$ cat src/rtl/if_fetch_queue_if.sv
// Fetch-queue bus: IM request/response, redirect, and the ID-side pop port.
`timescale 1ns/1ps
interface if_fetch_queue_if;
  logic        im_req_valid;
  logic        im_req_ready;
  logic [31:0] im_req_addr;
  logic        im_rsp_valid;
  logic [31:0] im_rsp_data;
  logic        redirect_valid;
  logic [31:0] redirect_pc;
  logic        if_valid;
  logic [31:0] if_instr;
  logic [31:0] if_pc;
  logic        id_ready;

  // master = the fetch queue itself
  modport master (
    output im_req_valid, im_req_addr, if_valid, if_instr, if_pc,
    input  im_req_ready, im_rsp_valid, im_rsp_data, redirect_valid, redirect_pc, id_ready
  );

  modport slave (
    input  im_req_valid, im_req_addr, if_valid, if_instr, if_pc,
    output im_req_ready, im_rsp_valid, im_rsp_data, redirect_valid, redirect_pc, id_ready
  );
endinterface

$ cat src/rtl/if_fetch_queue.sv
// Fetch PC owner + DEPTH-entry {pc,instr} FIFO; response visible at if_valid one cycle after arrival.
// Requests are credit-limited (count + outstanding < DEPTH) so a push never meets a full FIFO.
`timescale 1ns/1ps
module if_fetch_queue #(
  parameter logic [31:0] PC_INIT = 32'h0000_3000,
  parameter int          DEPTH   = 4
) (
  input  logic             clk,
  input  logic             reset,
  if_fetch_queue_if.master bus
);
  localparam int AW = $clog2(DEPTH);
  localparam int CW = AW + 1;

  typedef struct packed {
    logic [31:0] pc;
    logic [31:0] instr;
  } entry_t;

  entry_t        r_mem [DEPTH];
  logic [AW-1:0] r_rd_ptr;
  logic [AW-1:0] r_wr_ptr;
  logic [CW-1:0] r_count;
  logic [CW-1:0] r_outstanding;
  logic [CW-1:0] r_drop_cnt;
  logic [31:0]   r_fetch_pc;
  logic [31:0]   r_rsp_pc;

  logic [CW:0]   w_inflight;
  logic          w_req_fire;
  logic          w_rsp_ok;
  logic          w_drop;
  logic          w_push;
  logic          w_pop;
  logic [31:0]   w_redirect_pc;

  assign w_inflight   = {1'b0, r_count} + {1'b0, r_outstanding};
  assign bus.im_req_valid = reset & ~bus.redirect_valid & (w_inflight < (CW+1)'(DEPTH));
  assign bus.im_req_addr  = r_fetch_pc;
  assign w_req_fire   = bus.im_req_valid & bus.im_req_ready;

  // A response with nothing outstanding is a protocol error and is ignored entirely.
  assign w_rsp_ok     = bus.im_rsp_valid & (r_outstanding != '0);
  assign w_drop       = w_rsp_ok & ((r_drop_cnt != '0) | bus.redirect_valid);
  assign w_push       = w_rsp_ok & ~w_drop;
  assign w_pop        = bus.if_valid & bus.id_ready & ~bus.redirect_valid;
  assign w_redirect_pc = bus.redirect_pc & ~32'h3;

  assign bus.if_valid = (r_count != '0);
  assign bus.if_pc    = bus.if_valid ? r_mem[r_rd_ptr].pc    : '0;
  assign bus.if_instr = bus.if_valid ? r_mem[r_rd_ptr].instr : '0;

  always_ff @(posedge clk or negedge reset) begin
    if (!reset) begin
      r_fetch_pc    <= PC_INIT;
      r_rsp_pc      <= PC_INIT;
      r_count       <= '0;
      r_outstanding <= '0;
      r_drop_cnt    <= '0;
      r_rd_ptr      <= '0;
      r_wr_ptr      <= '0;
    end else begin
      r_outstanding <= r_outstanding + CW'(w_req_fire) - CW'(w_rsp_ok);
      if (bus.redirect_valid) begin
        // Everything still in flight after this edge belongs to the old path.
        r_fetch_pc <= w_redirect_pc;
        r_rsp_pc   <= w_redirect_pc;
        r_count    <= '0;
        r_rd_ptr   <= '0;
        r_wr_ptr   <= '0;
        r_drop_cnt <= r_outstanding - CW'(w_rsp_ok);
      end else begin
        if (w_req_fire)
          r_fetch_pc <= r_fetch_pc + 32'd4;
        if (w_push) begin
          r_rsp_pc <= r_rsp_pc + 32'd4;
          r_wr_ptr <= r_wr_ptr + AW'(1);
        end
        if (w_pop)
          r_rd_ptr <= r_rd_ptr + AW'(1);
        if (w_rsp_ok && (r_drop_cnt != '0))
          r_drop_cnt <= r_drop_cnt - CW'(1);
        r_count <= r_count + CW'(w_push) - CW'(w_pop);
      end
    end
  end

  always_ff @(posedge clk) begin
    if (w_push)
      r_mem[r_wr_ptr] <= '{pc: r_rsp_pc, instr: bus.im_rsp_data};
  end
endmodule

$ cat src/flat_wrapper.sv
// flat-port wrapper written by rule: the top's interface ports become plain ports
module if_fetch_queue_flat 
#(
  parameter logic [31:0] PC_INIT = 32'h0000_3000,
  parameter int          DEPTH   = 4
)
  (clk, reset, bus_im_req_valid, bus_im_req_addr, bus_if_valid, bus_if_instr, bus_if_pc, bus_im_req_ready, bus_im_rsp_valid, bus_im_rsp_data, bus_redirect_valid, bus_redirect_pc, bus_id_ready);
  if_fetch_queue_if bus_i ();
  input  logic clk;
  input  logic reset;
  output wire logic [$bits(bus_i.im_req_valid)-1:0] bus_im_req_valid;
  output wire logic [$bits(bus_i.im_req_addr)-1:0] bus_im_req_addr;
  output wire logic [$bits(bus_i.if_valid)-1:0] bus_if_valid;
  output wire logic [$bits(bus_i.if_instr)-1:0] bus_if_instr;
  output wire logic [$bits(bus_i.if_pc)-1:0] bus_if_pc;
  input wire logic [$bits(bus_i.im_req_ready)-1:0] bus_im_req_ready;
  input wire logic [$bits(bus_i.im_rsp_valid)-1:0] bus_im_rsp_valid;
  input wire logic [$bits(bus_i.im_rsp_data)-1:0] bus_im_rsp_data;
  input wire logic [$bits(bus_i.redirect_valid)-1:0] bus_redirect_valid;
  input wire logic [$bits(bus_i.redirect_pc)-1:0] bus_redirect_pc;
  input wire logic [$bits(bus_i.id_ready)-1:0] bus_id_ready;
  assign bus_im_req_valid = bus_i.im_req_valid;
  assign bus_im_req_addr = bus_i.im_req_addr;
  assign bus_if_valid = bus_i.if_valid;
  assign bus_if_instr = bus_i.if_instr;
  assign bus_if_pc = bus_i.if_pc;
  assign bus_i.im_req_ready = bus_im_req_ready;
  assign bus_i.im_rsp_valid = bus_im_rsp_valid;
  assign bus_i.im_rsp_data = bus_im_rsp_data;
  assign bus_i.redirect_valid = bus_redirect_valid;
  assign bus_i.redirect_pc = bus_redirect_pc;
  assign bus_i.id_ready = bus_id_ready;
  if_fetch_queue #(.PC_INIT(PC_INIT), .DEPTH(DEPTH)) u_core (.clk(clk), .reset(reset), .bus(bus_i));
endmodule
$ cat config.mk
export PLATFORM = sky130hd
export DESIGN_NAME = if_fetch_queue_flat
export DESIGN_NICKNAME = d
export VERILOG_FILES = /design/src/rtl/if_fetch_queue_if.sv /design/src/rtl/if_fetch_queue.sv /design/src/flat_wrapper.sv
export SDC_FILE = /design/constraint.sdc
export NUM_CORES = 1
export LEC_CHECK = 0
export ABC_AREA = 0
export CORE_MARGIN = 3
export CORE_UTILIZATION = 56
export CTS_BUF_LIST = sky130_fd_sc_hd__clkbuf_8
export DETAILED_ROUTE_END_ITERATION = 6
export GPL_ROUTABILITY_DRIVEN = 0
export HOLD_SLACK_MARGIN = 0.08
export PLACE_DENSITY = 0.78
export SLEW_MARGIN = 20
export SYNTH_ARGS = -nofsm -noshare
export SYNTH_HDL_FRONTEND = slang
export SYNTH_SLANG_ARGS = --single-unit
$ cat constraint.sdc
create_clock -name clk -period 7.16 [get_ports clk]
set_input_delay 1.432 -clock clk [delete_from_list [all_inputs] [get_ports clk]]
set_output_delay 1.432 -clock clk [all_outputs]
set_load 0.005 [all_outputs]
# Word level (Yosys, flattened, before mapping)
# Memories as Yosys holds them, arrays and structs flattened.
# Cells that the tools add are included.
# word_totals
wordCells	54
rom_bits	0
memories	1
register_bits	77
output_inout_bits	98
ram_bits	256
inputBits	70
latchBits	0
# op_classes
n_mul	0
shifts	0
eq_ne	0
n_mux	15
reduce_logical	8
magnitude_cmp	1
addsub	11
div	0
bitwise	11
# memory_table
memory	words	word_bits	read_ports	rd_clocked_by_memory_dff	wr	line	rtl
u_core.r_mem	4	64	1	0	1	if_fetch_queue.sv:20	entry_t r_mem [DEPTH];
# ops
cell	count
two-way mux 32 bit	6
adder 32 x 3 -> 32 bit, second input constant	2
two-way mux 3 bit	3
nonzero test 3 bit	3
subtractor 3 x 1 -> 3 bit	3
AND 1 bit	8
two-way mux 2 bit	4
nonzero test 2 bit	4
adder 3 x 1 -> 3 bit	2
adder 2 x 1 -> 2 bit, second input constant	2
adder 3 x 3 -> 4 bit	1
< comparator 4 x 3 -> 1 bit, second input constant	1
subtractor 3 x 1 -> 3 bit, second input constant	1
two-way mux 1 bit	2
NOT 1 bit	2
logical AND 1 bit	1
bitwise OR 1 bit	1

# Depth between registers and ports, before layout
# depth
word_depth	8
depth_mapped	11
mapped_depth_nobuf	10

# Worst setup path after synthesis
# No wires, ideal clock.
# synth_timing
path_type	input port to flip-flop
from	input port bus_redirect_valid
to	memory u_core.r_mem[0][0] (netlist name), enable pin
required_ns	6.734
path_slack_ns	3.240
path_buffers	1
cell_stages	3
arrival_time_ns	3.494
setup_ns	0.426
cell_sequence	buf_2 -> nor3_2 -> and2_1
# synth_between
elab_chain_len	6
# synth_rtl
element	line	rtl
start, declared	flat_wrapper.sv:19	input wire logic [$bits(bus_i.redirect_valid)-1:0] bus_redirect_valid;
bitwise OR 1 bit	if_fetch_queue.sv:44	assign w_drop = w_rsp_ok & ((r_drop_cnt != '0) | bus.redirect_valid);
AND 1 bit	if_fetch_queue.sv:44	
NOT 1 bit	if_fetch_queue.sv:45	assign w_push = w_rsp_ok & ~w_drop;
AND 1 bit	if_fetch_queue.sv:45	
two-way mux 1 bit	if_fetch_queue.sv:89	if (w_push)
two-way mux 1 bit (implied by the code)	if_fetch_queue.sv:90	r_mem[r_wr_ptr] <= '{pc: r_rsp_pc, instr: bus.im_rsp_data};
end, declared	if_fetch_queue.sv:20	
# Every way passes these cells.

# Worst setup path in the final report
# layout_timing
from	register u_core.r_rd_ptr[0]
to	output port bus_if_instr[23]
# layout_between
elab_chain_len	2
# layout_rtl
element	line	rtl
start, declared	if_fetch_queue.sv:21	logic [AW-1:0] r_rd_ptr;
start signal, assigned	if_fetch_queue.sv:80	r_rd_ptr <= r_rd_ptr + AW'(1);
memory read (4 x 64 bit)	n/a	
two-way mux 32 bit	if_fetch_queue.sv:51	assign bus.if_instr = bus.if_valid ? r_mem[r_rd_ptr].instr : '0;
end, declared	flat_wrapper.sv:14	output wire logic [$bits(bus_i.if_instr)-1:0] bus_if_instr;
# Every way passes these cells.

==> qor.csv <==
metric,value,unit
ys.flop_type,edfxtp_1,
maxUsedRoutingLayer,met4,
synth.most_common_cell,edfxtp_1,
min_period,4.682,ns
setup_viol,0,
ys_warn_count,0,
max_freq,0.2136,GHz
io_pins,168,
wl_per_cell,19.52,µm
endpoint,bus_if_instr[23],
fin_cells,1392,
syn-instance-count,856,
route.met3.wl,2071,µm
ys_top_cells_by_area,"edfxtp_1 (54%), dfrtp_1 (13%), mux4_2 (10%), and2_1 (3.4%), nand4_1 (1.7%)",
synth_edf_count,248,
r2r_end,u_core.r_mem[3][59],
maxCapViolations,0,
synth_xor_xnor_area_share,0.02739,
finalWorstSetupSlack,2.478,ns
core_area,23820,µm²
critical_path_class,reg -> out,
drive_above_1_share,0.1659,
cts.path.max_buffers,3,
cp.arrival,3.25,ns
report.final.slew_viol_count,0,
hold_buffers,0,
finalClockSkew,0.01792,ns
synth_simple_gate_area_frac,0.1106,
fp-row-count,56,
yosysSeqAreaShare,0.6748,
design.die.area,26470,µm²
finalSetupTns,0,ns
ant_nets,0,
cts_max_level,2,
synth_top_area_share,0.5416,
hp-class,reg -> reg,
die_h,162.7,µm
wl_met1,12080,µm
finalCritPeriodShare,0.6540,
async_flop_share,0.2274,
cts_tree,yes,
layout.nets,1127,
postSynthAreaPerCell,16.06,µm²
yosys.area_share.adder,0.01747,
synth-seq-cells,321,
cp-start-kind,flip-flop,
leakagePower,0.005709,µW
rsz0062_at_grt,false,
hold_violations,0,
final_core_utilization,0.6952,
cts_buffers,49,
peakVddDrop,0.0002156,V
yosysUniqueCellTypes,59,
r2r_slack,3.95,ns
grt_pass1_vias,8229,
synth_largest_area_cell,edfxtp_1,
synth-compound-area-share,0.02994,
clockRootBuffer,clkbuf_8,
drc,0,
r2r-start,u_core.r_drop_cnt[0],
syn2layout_area_growth,20.44,%
firstDrtPassIters,5,
p_per_area,306.9,nW/µm²
clk_pin_slew_worst_paths,0.06,ns
n_antenna_cell,0,
io_buffers,161,
tightest_slew,1.084,ns
endpoint_kind,output pin,
netlist_area,13750,µm²
status,finished clean,
path_max_fanout,46,
cts_resized,0,
max_slew_margin,0.2775,
drt_iter0_drc,514,
grt_max_degree,74,
ff2ff_path_depth,6,
synth_common_cells,"edfxtp_1 (248), and2_1 (75), dfrtp_1 (69), mux4_2 (62), nand2_1 (47)",
synth_top_family_by_area,multiplexers,
grt_pass1_wl,43980,µm
routed_wl,27170,µm
cp.required,5.73,ns
overflow,0,
synthMuxAreaShare,0.1207,
dr_wl_met2,12510,µm
track_usage,0.2106,
antenna_found_initial,0,
place_ws,2.597,ns
cts_setup_buffers,0,
vias_per_cell,5.760,
place_inst,1307,
vias,8018,
clk_latency,0.55,ns
start_util,0.5772,
die_x,162.7,µm
clkSinkCount,321,
startpoint,u_core.r_rd_ptr[0],
dp_hpwl,17120,µm
## sequential cells by signal (all words and copies together) (netlist names)
register,cells
u_core.r_outstanding,3
u_core.r_mem,248
u_core.bus.im_req_addr,30
u_core.r_drop_cnt,3
u_core.r_wr_ptr,2
u_core.r_rsp_pc,30
u_core.r_rd_ptr,2
u_core.r_count,3
## metal layers
metal	up-vias	GRT usage
li1	3651	-
met1	3994	0.3155
met2	328	0.3223
met3	45	0.04145
met4	0	0.05767
met5	-	0
## final cells by class
| cell class | count | area (µm²) |
|---|---|---|
| multi-input combinational | 478 | 4235 |
| inverter | 19 | 71.32 |
| sequential | 321 | 9284 |
| clock inverter | 34 | 200.2 |
| clock buffer | 51 | 701.9 |
| tap | 319 | 399.1 |
| timing repair buffer | 170 | 1669 |
| fill | 1609 | 7262 |
## worst max-delay path, cell delays in order, from the launching register on
cell and delay, ns:
dfrtp_4 1.04, buf_4 0.49, mux4_2 0.56, and2_1 0.17, clkdlybuf4s50_1 0.44
## cell usage in the layout (no fill, tap or decap), types with 18 or more instances in the layout
cell | synthesis | routed
and2_1 | 75 | 71
clkbuf_8 | 0 | 51
clkdlybuf4s50_1 | 0 | 159
dfrtp_1 | 69 | 67
edfxtp_1 | 248 | 248
inv_1 | 17 | 36
mux2_2 | 18 | 18
mux4_2 | 62 | 62
nand2_1 | 47 | 47
nand3_1 | 27 | 27
nand4_1 | 38 | 38
nor2_1 | 26 | 26
xnor2_1 | 24 | 24
xor2_1 | 19 | 19
## cells by family (layout without fill, tap and decap cells)
family | Yosys count | after routing
and+or+nand+nor | 264 | 264
muxes | 86 | 86
DFF | 321 | 321
xor gates and xnor gates | 43 | 43
AOI/OAI and AO/OA | 63 | 63
adders and majority gates | 18 | 18
buffers and inverters | 60 | 274
other | 1 | 4
## worst min path at each step
stage	startpoint	to	slack, ns	cells after the start
floorplan	u_core.r_rsp_pc[30]	u_core.r_mem[0][62]	0.50	0
global placement	u_core.r_drop_cnt[1]	u_core.r_drop_cnt[1]	0.52	2
detailed placement	u_core.r_drop_cnt[1]	u_core.r_drop_cnt[1]	0.55	2
CTS	u_core.r_drop_cnt[1]	u_core.r_drop_cnt[1]	0.57	2
global route	u_core.r_rsp_pc[12]	u_core.r_mem[2][44]	0.60	0
finish	u_core.bus.im_req_addr[12]	u_core.bus.im_req_addr[12]	0.56	2
## per-stage QoR
| stage | total power (µW) | hold slack [ns] | instance area, µm² |
|---|---|---|---|
| floorplan | 3066 | 0.4964 | 13760 |
| global placement | 3737 | 0.5248 | 15650 |
| detailed placement | 3757 | 0.5462 | 15650 |
| CTS | 5146 | 0.5668 | 16560 |
| global route | 5364 | 0.5969 | 16560 |
| finish | 5083 | 0.5643 | 16560 |
## report_power, final
| part | internal, µW | leakage [µW] | switching (µW) |
|---|---|---|---|
| clock | 731 | 0.000528 | 655 |
| combinational | 823 | 0.00207 | 540 |
| sequential | 2140 | 0.00311 | 193 |
(Power assumes the default switching activity.)
